File: src/rtl/fnd_pkg.sv
// Shared types and defaults for the FND page scheduler: state encoding, page ids, timing defaults.
// Latency: n/a (declarations only).
// Backpressure: n/a.
package fnd_pkg;

    typedef enum logic [1:0] {
        ST_IDLE     = 2'd0,
        ST_SHOW_A   = 2'd1,
        ST_SHOW_B   = 2'd2,
        ST_OVERRIDE = 2'd3
    } state_e;

    localparam logic [1:0] PAGE_BLANK = 2'd0;
    localparam logic [1:0] PAGE_A     = 2'd1;
    localparam logic [1:0] PAGE_B     = 2'd2;
    localparam logic [1:0] PAGE_OVR   = 2'd3;

    localparam int DEF_TICK_DIV = 100_000;
    localparam int DEF_PAGE_MS  = 2000;
    localparam int DEF_OVR_MS   = 1000;

endpackage

File: src/rtl/fnd_page_scheduler_ms_timebase.sv
// Millisecond prescaler: one-cycle tick every TICK_DIV clocks, restartable with clr.
// Latency: tick asserted on the TICK_DIV-th cycle after clr (counter value TICK_DIV-1).
// Backpressure: none; free-running, clr wins over counting.
module ms_timebase
    import fnd_pkg::*;
#(
    parameter int TICK_DIV = DEF_TICK_DIV
) (
    input  logic clk,
    input  logic reset,
    input  logic clr,
    output logic tick
);

    localparam int CW = (TICK_DIV > 1) ? $clog2(TICK_DIV) : 1;
    localparam logic [CW-1:0] LAST = CW'(TICK_DIV - 1);

    logic [CW-1:0] cnt_q;
    logic [CW-1:0] cnt_d;

    assign tick = (cnt_q == LAST);

    // Count up to LAST then wrap; a clear restarts the millisecond from zero.
    always_comb begin
        cnt_d = cnt_q + CW'(1);
        if (clr || tick) begin
            cnt_d = '0;
        end
    end

    // Prescaler register.
    always_ff @(posedge clk) begin
        if (reset) begin
            cnt_q <= '0;
        end else begin
            cnt_q <= cnt_d;
        end
    end

endmodule

File: src/rtl/fnd_page_scheduler.sv
// Rotates the FND display between sensor pages A/B with a preemptive override page.
// Latency: outputs registered from next state/data, so they change on the same edge as the state.
// Backpressure: none; ovr_req is a level request answered by a one-cycle ovr_ack pulse.
module fnd_page_scheduler
    import fnd_pkg::*;
#(
    parameter int TICK_DIV = DEF_TICK_DIV,
    parameter int PAGE_MS  = DEF_PAGE_MS,
    parameter int OVR_MS   = DEF_OVR_MS
) (
    input  logic       clk,
    input  logic       reset,
    input  logic       enable,
    input  logic       a_valid,
    input  logic [7:0] a_hi,
    input  logic [7:0] a_lo,
    input  logic       b_valid,
    input  logic [7:0] b_hi,
    input  logic [7:0] b_lo,
    input  logic       ovr_req,
    input  logic [7:0] ovr_hi,
    input  logic [7:0] ovr_lo,
    output logic       ovr_ack,
    output logic [7:0] disp_hi,
    output logic [7:0] disp_lo,
    output logic [1:0] page_id,
    output logic       blank
);

    localparam int PMAX = (PAGE_MS > OVR_MS) ? PAGE_MS : OVR_MS;
    localparam int PCW  = (PMAX > 1) ? $clog2(PMAX) : 1;
    localparam logic [PCW-1:0] PAGE_LAST = PCW'(PAGE_MS - 1);
    localparam logic [PCW-1:0] OVR_LAST  = PCW'(OVR_MS - 1);

    state_e         state_q, state_d, ret_q, ret_d, nxt_page;
    logic [PCW-1:0] pcnt_q, pcnt_d;
    logic [7:0]     a_hi_q, a_lo_q, b_hi_q, b_lo_q, o_hi_q, o_lo_q;
    logic [7:0]     a_hi_d, a_lo_d, b_hi_d, b_lo_d, o_hi_d, o_lo_d;
    logic           have_a_q, have_b_q, have_a_d, have_b_d;
    logic           ack_q, ack_d;
    logic [7:0]     disp_hi_q, disp_lo_q, disp_hi_d, disp_lo_d;
    logic [1:0]     page_q, page_d;
    logic           blank_q, blank_d;
    logic           tick, tb_clr, expire, restart;

    ms_timebase #(.TICK_DIV(TICK_DIV)) u_tb (
        .clk   (clk),
        .reset (reset),
        .clr   (tb_clr),
        .tick  (tick)
    );

    // Next-state, shadow capture, dwell timer and registered-output preparation.
    always_comb begin
        state_d  = state_q;
        ret_d    = ret_q;
        nxt_page = state_q;
        ack_d    = 1'b0;
        restart  = 1'b0;
        a_hi_d   = a_valid ? a_hi : a_hi_q;
        a_lo_d   = a_valid ? a_lo : a_lo_q;
        b_hi_d   = b_valid ? b_hi : b_hi_q;
        b_lo_d   = b_valid ? b_lo : b_lo_q;
        have_a_d = have_a_q | a_valid;
        have_b_d = have_b_q | b_valid;
        o_hi_d   = o_hi_q;
        o_lo_d   = o_lo_q;
        expire   = tick && (pcnt_q == ((state_q == ST_OVERRIDE) ? OVR_LAST : PAGE_LAST));

        if (!enable) begin
            state_d = ST_IDLE;
        end else begin
            case (state_q)
                ST_IDLE: begin
                    if (have_a_q)      state_d = ST_SHOW_A;
                    else if (have_b_q) state_d = ST_SHOW_B;
                end
                ST_SHOW_A, ST_SHOW_B: begin
                    // Page the timer would move to; also the return page if an override lands now.
                    if (expire) begin
                        if (state_q == ST_SHOW_A && have_b_q)      nxt_page = ST_SHOW_B;
                        else if (state_q == ST_SHOW_B && have_a_q) nxt_page = ST_SHOW_A;
                        else                                       restart  = 1'b1;
                    end
                    if (ovr_req) begin
                        ack_d   = 1'b1;
                        ret_d   = nxt_page;
                        state_d = ST_OVERRIDE;
                    end else begin
                        state_d = nxt_page;
                    end
                end
                ST_OVERRIDE: begin
                    // A held request is only re-acknowledged at dwell expiry, extending the override.
                    if (expire) begin
                        if (ovr_req) begin
                            ack_d   = 1'b1;
                            restart = 1'b1;
                        end else begin
                            state_d = ret_q;
                        end
                    end
                end
                default: state_d = ST_IDLE;
            endcase
        end

        if (ack_d) begin
            o_hi_d = ovr_hi;
            o_lo_d = ovr_lo;
        end

        // Every state entry or restart starts a fresh dwell; IDLE keeps the timer parked at zero.
        tb_clr = restart || (state_d != state_q) || (state_q == ST_IDLE);
        pcnt_d = pcnt_q;
        if (tb_clr)    pcnt_d = '0;
        else if (tick) pcnt_d = pcnt_q + PCW'(1);

        disp_hi_d = 8'h00;
        disp_lo_d = 8'h00;
        page_d    = PAGE_BLANK;
        blank_d   = 1'b1;
        case (state_d)
            ST_SHOW_A: begin
                disp_hi_d = a_hi_d; disp_lo_d = a_lo_d; page_d = PAGE_A; blank_d = 1'b0;
            end
            ST_SHOW_B: begin
                disp_hi_d = b_hi_d; disp_lo_d = b_lo_d; page_d = PAGE_B; blank_d = 1'b0;
            end
            ST_OVERRIDE: begin
                disp_hi_d = o_hi_d; disp_lo_d = o_lo_d; page_d = PAGE_OVR; blank_d = 1'b0;
            end
            default: ;
        endcase
    end

    // State, shadows, timer and output registers.
    always_ff @(posedge clk) begin
        if (reset) begin
            state_q   <= ST_IDLE;
            ret_q     <= ST_IDLE;
            pcnt_q    <= '0;
            a_hi_q    <= '0;
            a_lo_q    <= '0;
            b_hi_q    <= '0;
            b_lo_q    <= '0;
            o_hi_q    <= '0;
            o_lo_q    <= '0;
            have_a_q  <= 1'b0;
            have_b_q  <= 1'b0;
            ack_q     <= 1'b0;
            disp_hi_q <= '0;
            disp_lo_q <= '0;
            page_q    <= PAGE_BLANK;
            blank_q   <= 1'b1;
        end else begin
            state_q   <= state_d;
            ret_q     <= ret_d;
            pcnt_q    <= pcnt_d;
            a_hi_q    <= a_hi_d;
            a_lo_q    <= a_lo_d;
            b_hi_q    <= b_hi_d;
            b_lo_q    <= b_lo_d;
            o_hi_q    <= o_hi_d;
            o_lo_q    <= o_lo_d;
            have_a_q  <= have_a_d;
            have_b_q  <= have_b_d;
            ack_q     <= ack_d;
            disp_hi_q <= disp_hi_d;
            disp_lo_q <= disp_lo_d;
            page_q    <= page_d;
            blank_q   <= blank_d;
        end
    end

    assign ovr_ack = ack_q;
    assign disp_hi = disp_hi_q;
    assign disp_lo = disp_lo_q;
    assign page_id = page_q;
    assign blank   = blank_q;

endmodule

File: config.mk
export PLATFORM = sky130hd
export DESIGN_NAME = fnd_page_scheduler
export DESIGN_NICKNAME = d
export VERILOG_FILES = /design/src/rtl/fnd_pkg.sv /design/src/rtl/fnd_page_scheduler_ms_timebase.sv /design/src/rtl/fnd_page_scheduler.sv
export SDC_FILE = /design/constraint.sdc
export NUM_CORES = 1
export LEC_CHECK = 0
export ABC_AREA = 1
export BUFFER_PORTS_ARGS = -buffer_cell sky130_fd_sc_hd__buf_2
export CORE_MARGIN = 2
export CORE_UTILIZATION = 35
export DETAILED_ROUTE_END_ITERATION = 6
export GPL_ROUTABILITY_DRIVEN = 0
export SLEW_MARGIN = 15
export SYNTH_ARGS = -nofsm -noshare
export SYNTH_HDL_FRONTEND = slang
export SYNTH_SLANG_ARGS = --single-unit
File: constraint.sdc
create_clock -name clk -period 4.4 [get_ports clk]
set_input_delay 0 -clock clk [delete_from_list [all_inputs] [get_ports clk]]
set_output_delay 0 -clock clk [all_outputs]
set_load 0.1 [all_outputs]
==> results of run 1 <==
-- cell usage after synthesis --
cell        n
nor2_1     68
o22a_1      1
buf_4       2
a21oi_1    23
nand2_2     4
buf_2       8
xor2_1     20
buf_6       3
nor3_2     10
o211ai_1    1
ha_1        6
xnor2_1     3
nand3b_1   34
nand3_1    61
a21oi_4     1
buf_1       3
clkbuf_1    9
nand4_4     1
nand2_1   111
nand4_1     6
nor3b_1     2
and3b_1     1
nor3_1      6
dfxtp_1   101
nand3_2     1
inv_2       5
nor2_2      3
inv_1      65
o21ai_0     4
nor2_4     11
mux2i_1    33
-- critical path, stage by stage (launching register included) --
cell     delay [ps]
dfxtp_1         470
ha_1            360
nand3_1         120
nand2_1          90
nand2_1          70
nor2_2          190
nand3_1         110
nand2_1          90
nand3_1          70
nand2_1          70
nand2_2          50
nand2_2         320
inv_2           250
nand2_1         190
nand4_4         430
nor2_1          220
-- stage by stage --
step                instance area (um2)  power (mW)  std cells   util  hold WS (ps)
floorplan                          4820        1.20        607      -           159
global placement                   5270        1.26        831  0.395           268
detailed placement                 5270        1.26        831  0.395           267
CTS                                6060        2.13        895  0.454           101
global route                       6060        2.20        895  0.454           157
finish                             6070        2.10        896  0.455           114
-- registers in the layout, summed over array words and instances, names as in the netlist, 2 cells and up --
register,flops
b_lo_q,8
ret_q,2
disp_hi,8
a_lo_q,8
page_id,2
o_hi_q,8
a_hi_q,8
o_lo_q,8
disp_lo,8
b_hi_q,8
u_tb.cnt_q,17
pcnt_q,11
-- power by group through the flow --
stage	Combinational, mW	Sequential (mW)	Clock [mW]
floorplan	0.154	1.05	0
global placement	0.280	0.978	0
detailed placement	0.283	0.979	0
CTS	0.316	0.957	0.857
global route	0.344	0.960	0.895
finish	0.317	0.957	0.830
-- per-layer routing --
| metal | vias to the layer above | GRT usage |
|---|---|---|
| li1 | 2167 | - |
| met1 | 1906 | 0.221 |
| met2 | 85 | 0.253 |
| met3 | 12 | 0.0310 |
| met4 | 0 | 0.0618 |
| met5 | - | 0 |
-- final cells by class --
type | instances | area share
flip-flops and latches | 101 | 0.333
clock inverters | 7 | 0.0151
repair buffers | 121 | 0.139
multi-input cells | 411 | 0.395
well taps | 176 | 0.0363
inverters | 70 | 0.0433
clock buffers | 9 | 0.0371
diodes | 1 | 0.000412
-- how the worst max path moves through the flow --
stage                                 to  slack (ps)
after global routing       u_tb.cnt_q[0]         820
after global placement        disp_lo[3]        1410
after CTS                  u_tb.cnt_q[3]        1240
after floorplan           u_tb.cnt_q[10]        2100
final                      u_tb.cnt_q[5]        1210
after detailed placement   u_tb.cnt_q[2]        1250
-- logic make-up after synthesis --
logic type | share of synthesized area
and+or+nand+nor | 0.337
DFF | 0.420
buffers and inverters | 0.0824
muxes | 0.0686
AOI/OAI and AO/OA | 0.0348
xor gates and xnor gates | 0.0418
adders and majority gates | 0.0156
==> results_dict.tcl, run 1 <==
set metrics [dict create \
    max_cap_violations 0 \
    hold_class "in -> reg" \
    critPathLaunchType "flip-flop" \
    combPwrFrac 0.151 \
    pwr-share-clk 0.394 \
    rsz0062_at_grt "false" \
    hpwl_um 8090 \
    holdPathEnd "ret_q[0]" \
    syn_avg_cell_area_um2 7.93 \
    grt_pass1_wl_um 18800 \
    rrSetupSlack_ps 1210 \
    final_common_cell "nand2_1" \
    path_clk_slew_ps 70 \
    wirelength_um 11500 \
    fp-row-count 42 \
    syn_inst 607 \
    layout_common_cells "111 x nand2_1, 101 x dfxtp_1, 73 x buf_2" \
    fp.dieArea_mm2 0.0147 \
    yosys-top-cells-area "dfxtp_1 42%, nand2_1 8.7%, mux2i_1 6.9%" \
    drc 0 \
    post_cts_buffers 0 \
    powerDensity_mw_per_mm2 347 \
    final.setup.worst_slack_ps 1210 \
    ys_types 31 \
    crit_start "state_q[1]" \
    ctsRootBufferMaster "clkbuf_16" \
    path_max_fanout 21 \
    top_level_ports 74 \
    pre_cts_ws_ps 1250 \
    slew_headroom 0.295 \
    hold_depth 4 \
    htreeDepth 3 \
    vias 4170 \
    drtIter0Drc 171 \
    r2r_cells 15 \
    pwr-share-seq 0.455 \
    swShare 0.287 \
    internal_power_mw 1.50 \
    synth_top_area_cell "dfxtp_1" \
    tightestPinTransition_ps 1060 \
    ctsResizeCount 0 \
    syn_area_mm2 0.00482 \
    grt_max_degree 59 \
    period_share 0.724 \
    postSynthNetCount 667 \
    setup_violations 0 \
    timing.rr.end "u_tb.cnt_q[5]" \
    routedWlPerCell_um 12.8 \
    worstSetupPathType "reg -> reg" \
    wl_met1_um 5640 \
    dieHeight_um 121 \
    synth.ff_latch_count 101 \
    clockBufferDepth 2 \
    worstSetupEndpointType "flip-flop" \
    area_growth_syn_to_layout_pct 26.0 \
    switchingPower_mw 0.603 \
    grt_pass1_vias 4066 \
    nets 774 \
    holdCritStartpoint "ovr_req" \
    outcome "finished, final reports clean" \
    finalMaxSlewViolations 0 \
    skew_ps 12.4 \
    fillers 1325 \
    track_usage 0.162 \
    ant_nets 0 \
    ir_drop_uv 150 \
    postCtsHoldBufs 48 \
    hold_viol_final 0 \
    multi_input_area_mm2 0.00240 \
    core_area_mm2 0.0133 \
    regArea_mm2 0.00202 \
    fmax_ghz 0.314 \
    power_leakage_nw 2.77 \
    drt-pass1-iter-count 5 \
    start_util 0.361 \
    synth-seq-area-share 0.420 \
    highest_layer "met4" \
    clock-sinks 101 \
    synth.top_cell.area_share 0.420 \
    portBuffers 73 \
    cts_buffers 9 \
    viasPerCell 4.65 \
    layout-drive-gt1-share 0.174 \
    cp.arrival_ps 3460 \
    setup_tns_ps 0 \
    clk_latency_ps 360 \
    min_period_ps 3190 \
    wl_met2_um 5210 \
    ys_warn_count 0 \
    grt-ovfl-total 0 \
    antenna_found_initial 0 \
    r2r_start "state_q[1]" \
    worstPathRequired_ps 4670 \
    wl_met3_um 438 \
    die_x_um 121 \
    tritoncts "done" \
]
No activity file was read; power rests on OpenSTA's default activity.
==> inputs of run 2 (changes only) <==
- ABC_AREA: 1 -> 0
- clock period: 4.4 -> 3.3 ns (I/O delays scaled with it)
==> run 2 against run 1 <==
Against the previous run: global-route usage grew 0.44 points; sequential share of layout area grew 2.2 points; final cell count shrank 17%; fmax grew 3.4%; clock skew shrank 3.1 ps; non-clock buffer count grew 20; synthesized cell count shrank 24%; die area shrank 11%; first-iteration DRC count shrank 23%; clock power grew 31%.
==> results_dict.tcl, run 2 <==
set metrics [dict create \
    switchingPower_mw 0.754 \
    pwr-share-seq 0.456 \
    rsz0062_at_grt "false" \
    ant_nets 0 \
    fp-row-count 40 \
    power_mw 2.80 \
    path_max_fanout 14 \
    swShare 0.269 \
    outcome "finished, final reports clean" \
    routedWlPerCell_um 14.1 \
    portBuffers 73 \
    hpwl_um 7070 \
    drt-pass1-iter-count 4 \
    fin_area_mm2 0.00570 \
    place_area_mm2 0.00489 \
    synth_ff_type "dfxtp_1" \
    fp.dieArea_mm2 0.0131 \
    grt_pass1_wl_um 17300 \
    hold_viol_final 0 \
    slew_headroom 0.528 \
    fmax_ghz 0.325 \
    path_clk_slew_ps 70 \
    vias 3735 \
    worstSetupPathType "reg -> reg" \
    setup_violations 0 \
    htreeDepth 3 \
    synth-seq-area-share 0.473 \
    cts_buffers 9 \
    start_util 0.358 \
    grt_pass1_vias 3625 \
    synth_top_area_cell "dfxtp_1" \
    synthArstFlopShare 0 \
    tightestPinTransition_ps 706 \
    pwr-share-clk 0.387 \
    hold_class "in -> reg" \
    period_share 0.934 \
    viasPerCell 5.03 \
    die_x_um 115 \
    layout-drive-gt1-share 0.193 \
    synth.top_cell.area_share 0.473 \
    worstSetupEndpointType "flip-flop" \
    ctsRootBufferMaster "clkbuf_16" \
    cp.arrival_ps 3320 \
    largest-register "u_tb.cnt_q" \
    nets 650 \
    dieHeight_um 115 \
    synth.ff_latch_count 101 \
    reg.largest.list "u_tb.cnt_q (17), pcnt_q (11)" \
    finalNonFillerCells 742 \
    drc 0 \
    worstPathRequired_ps 3540 \
    area_growth_syn_to_layout_pct 33.1 \
    pre_cts_ws_ps 105 \
    ir_drop_uv 285 \
    placed_cells 678 \
    grt_max_degree 57 \
    track_usage 0.166 \
    internal_power_mw 2.05 \
    syn_avg_cell_area_um2 9.28 \
    syn_area_mm2 0.00428 \
    tritoncts "done" \
    critPathLaunchType "flip-flop" \
    top_level_ports 74 \
    final.setup.worst_slack_ps 218 \
    antenna_found_initial 0 \
    setup_tns_ps 0 \
    power_leakage_nw 2.30 \
    yosysMostFrequentCell "dfxtp_1" \
    diodes 0 \
    wirelength_um 10400 \
    min_period_ps 3080 \
    ys_types 50 \
    syn_inst 461 \
    ys_warn_count 0 \
    max_cap_violations 0 \
    finalMaxSlewViolations 0 \
    clock-sinks 101 \
    synth_edf_count 0 \
    drtIter0Drc 132 \
    synth_common_cells "101 x dfxtp_1, 89 x nor2_1, 50 x nand2_1, 48 x mux2i_1" \
    post-route-util 0.476 \
    postSynthNetCount 521 \
    clk_latency_ps 340 \
    powerDensity_mw_per_mm2 492 \
    whs_ps 174 \
    clockBufferDepth 2 \
    final_common_cell "dfxtp_1" \
    combPwrFrac 0.156 \
    yosys-top-cells-area "dfxtp_1 47%, mux2i_1 11%, nor2_1 7.8%" \
    core_area_mm2 0.0120 \
    skew_ps 9.31 \
    largest_reg_flops 17 \
    fillers 1135 \
    grt-ovfl-total 0 \
    layout_common_cells "101 x dfxtp_1, 89 x nor2_1, 73 x buf_2" \
]
==> run 2: cell types whose count changed in the layout (fill, tap and decap cells not counted), moves of 20 or more <==
cell / delta
nand3_1: -53
nand3b_1: -34
nand2_1: -61
a21oi_1: -20
nor2_1: +21
inv_1: -59
==> run 2: layer usage <==
metal / GRT usage / share of wire / vias to the layer above
met3: 0.0355 / 0.045 / 9
met2: 0.262 / 0.47 / 94
li1: - / - / 1877
met5: 0 / 0 / -
met1: 0.221 / 0.47 / 1755
met4: 0.0699 / 0.0093 / 0
==> run 2: power by group through the flow <==
| stage | registers, mW | clock network [mW] | logic [mW] |
|---|---|---|---|
| floorplan | 1.42 | 0 | 0.171 |
| global placement | 1.31 | 0 | 0.390 |
| detailed placement | 1.31 | 0 | 0.393 |
| CTS | 1.28 | 1.12 | 0.437 |
| global route | 1.28 | 1.16 | 0.472 |
| finish | 1.28 | 1.09 | 0.439 |
==> run 2: path summary, 6_finish.rpt <==
| check | cells after the start | endpoint | slack (ps) | startpoint |
|---|---|---|---|---|
| setup reg to reg | 11 | disp_lo[4] | 220 | page_id[0] |
| setup / recovery | 11 | disp_lo[4] | 220 | page_id[0] |
| hold / removal | 3 | have_a_q | 170 | a_valid |
| hold reg to reg | 2 | pcnt_q[1] | 490 | pcnt_q[1] |
==> run 2: area by class of cell <==
cell class              instances  area, um2  area share
clock buffers                  12        256      0.0450
clock inverters                 4       53.8     0.00945
inverters                       6       22.5     0.00395
multi-input cells             331       2150       0.377
flip-flops and latches        101       2020       0.355
well taps                     147        184      0.0323
repair buffers                141       1010       0.177
==> run 2: cells by family (layout without fill, tap and decap cells) <==
family,after synthesis,in the layout,share of synthesized area
xor gates and xnor gates,25,25,0.0512
muxes,48,48,0.112
buffers and inverters,29,163,0.0298
adders and majority gates,6,6,0.0175
AOI/OAI and AO/OA,48,48,0.0982
and+or+nand+nor,204,204,0.218
DFF,101,101,0.473
==> run 2: critical path, stage by stage (launching register included) <==
cell	delay, ps
dfxtp_1	310
ha_1	240
nand4bb_1	290
a2111o_1	430
o31a_1	300
buf_4	140
o31a_1	280
buf_4	150
o21ai_4	230
buf_4	260
nand2_1	80
a32o_1	250
==> run 2: timing repair <==
item / 4_1_cts / 5_1_grt
hold buffers: 48 / 0
gates resized for setup: 0 / 3
hold endpoints to repair: 48 / 0
buffers inserted: 0 / 0
endpoints found under the setup margin: 0 / 29
==> inputs of run 3 (changes only) <==
- MAX_ROUTING_LAYER: not set -> met4
- REMOVE_ABC_BUFFERS: not set -> 1
==> run 3 against run 2 <==
Against the previous run: setup slack got worse by 24 ps; first-iteration DRC count rose by 0.76%; flip-flop and latch count did not move; largest cell class unchanged.
==> results_dict.tcl, run 3 (synthesis gave the netlist of run 2 again) <==
set metrics [dict create \
    outcome "finished, final reports clean" \
    clockBufferDepth 2 \
    critPathLaunchType "flip-flop" \
    dieHeight_um 115 \
    combPwrFrac 0.148 \
    switchingPower_mw 0.798 \
    hold_class "in -> reg" \
    worstPathRequired_ps 3540 \
    fmax_ghz 0.322 \
    finalMaxSlewViolations 0 \
    max_cap_violations 0 \
    cts_buffers 9 \
    pwr-share-clk 0.420 \
    area_growth_syn_to_layout_pct 32.5 \
    swShare 0.269 \
    tightestPinTransition_ps 647 \
    wl_met1_um 5150 \
    cp.arrival_ps 3350 \
    pwr-share-seq 0.432 \
    track_usage 0.180 \
    viasPerCell 5.17 \
    place_area_mm2 0.00483 \
    top_level_ports 74 \
    nets 640 \
    vias 3786 \
    worstSetupPathType "reg -> reg" \
    drc 0 \
    tritoncts "done" \
    internal_power_mw 2.17 \
    hpwl_um 7100 \
    ant_nets 0 \
    ctsRootBufferMaster "clkbuf_16" \
    drtIter0Drc 133 \
    fp-row-count 40 \
    antenna_found_initial 0 \
    grt_max_degree 33 \
    path_clk_slew_ps 70 \
    layout_common_cells "101 x dfxtp_1, 89 x nor2_1, 73 x buf_2" \
    reg.largest.list "u_tb.cnt_q (17), pcnt_q (11)" \
    wl_met2_um 5200 \
    core_area_mm2 0.0120 \
    fin_area_mm2 0.00567 \
    skew_ps 9.50 \
    hold_viol_final 0 \
    grt_pass1_vias 3646 \
    slowest_stage "a2111o_1" \
    path_max_fanout 12 \
    period_share 0.941 \
    slowest_delay_ps 550 \
    grt_pass1_wl_um 18100 \
    start_util 0.358 \
    final_common_cell "dfxtp_1" \
    ir_drop_uv 334 \
    clock-sinks 101 \
    drt-pass1-iter-count 4 \
    crit_path_cell_trace "ha_1, nand4bb_1, a2111o_1, o31a_1, o31a_1, o21ai_4, buf_4, nand2_1, a32o_1" \
    rsz0062_at_grt "false" \
    clk_latency_ps 350 \
    worstSetupEndpointType "flip-flop" \
    finalNonFillerCells 732 \
    highest_layer "met4" \
    layout-drive-gt1-share 0.181 \
    wirelength_um 11000 \
    largest-register "u_tb.cnt_q" \
    htreeDepth 3 \
    largest_reg_flops 17 \
    diodes 0 \
    power_mw 2.97 \
    placed_cells 668 \
    setup_tns_ps 0 \
    portBuffers 73 \
    pre_cts_ws_ps 54.1 \
    slew_headroom 0.569 \
    rrSetupSlack_ps 190 \
    powerDensity_mw_per_mm2 523 \
    fp.dieArea_mm2 0.0131 \
    routedWlPerCell_um 15.1 \
    final.setup.worst_slack_ps 195 \
    grt-ovfl-total 0 \
    post_cts_buffers 0 \
    crit_path_frequent_cell "o31a_1" \
    die_x_um 115 \
    wl_met3_um 472 \
    setup_violations 0 \
    min_period_ps 3110 \
    power_leakage_nw 2.28 \
]
-- run 3: routing by layer --
layer | up-vias | GRT usage
met3 | 22 | 0.0381
met5 | - | -
met1 | 1796 | 0.228
met4 | 0 | 0.0545
li1 | 1852 | -
met2 | 116 | 0.288
-- run 3: cell type report --
cell class | count | area, um2
clock buffer | 9 | 225
clock inverter | 7 | 131
fill | 1103 | 6290
inverter | 6 | 22.5
multi-input combinational | 331 | 2140
sequential | 101 | 2020
tap | 147 | 184
timing repair buffer | 131 | 946
-- run 3: what timing repair did --
| item | in CTS | in global routing |
|---|---|---|
| hold endpoints to repair | 48 | 0 |
| gates resized for setup | 0 | 2 |
| setup endpoints to repair | 0 | 16 |
| hold buffers | 48 | 0 |
-- run 3: final timing paths --
path / cells after the start / from / end
worst min register to register: 2 / pcnt_q[1] / pcnt_q[1]
worst max register to register: 9 / state_q[1] / disp_hi[2]
worst max-delay path: 9 / state_q[1] / disp_hi[2]
worst min-delay path: 2 / reset / a_hi_q[6]
-- run 3: power groups by stage --
stage | sequential [mW] | clock [mW] | combinational (mW)
5_1_grt | 1.28 | 1.34 | 0.470
2_1_floorplan | 1.43 | 0 | 0.140
6_report | 1.28 | 1.25 | 0.439
3_5_place_dp | 1.31 | 0 | 0.393
3_3_place_gp | 1.31 | 0 | 0.388
4_1_cts | 1.28 | 1.28 | 0.437
-- run 3: worst max-delay path: cells and delay by family (launching register included) --
kind	cells	cell delay (ps)
compound gates	5	1690
flops	1	440
fa+ha+maj	1	340
simple gates	2	290
buf+inv	1	240
-- run 3: metrics by stage --
stage | util | hold slack [ps]
final | 0.474 | 159
after global routing | 0.474 | 173
after CTS | 0.474 | 149
after detailed placement | 0.404 | 273
after global placement | 0.404 | 264
after floorplan | - | 71.6
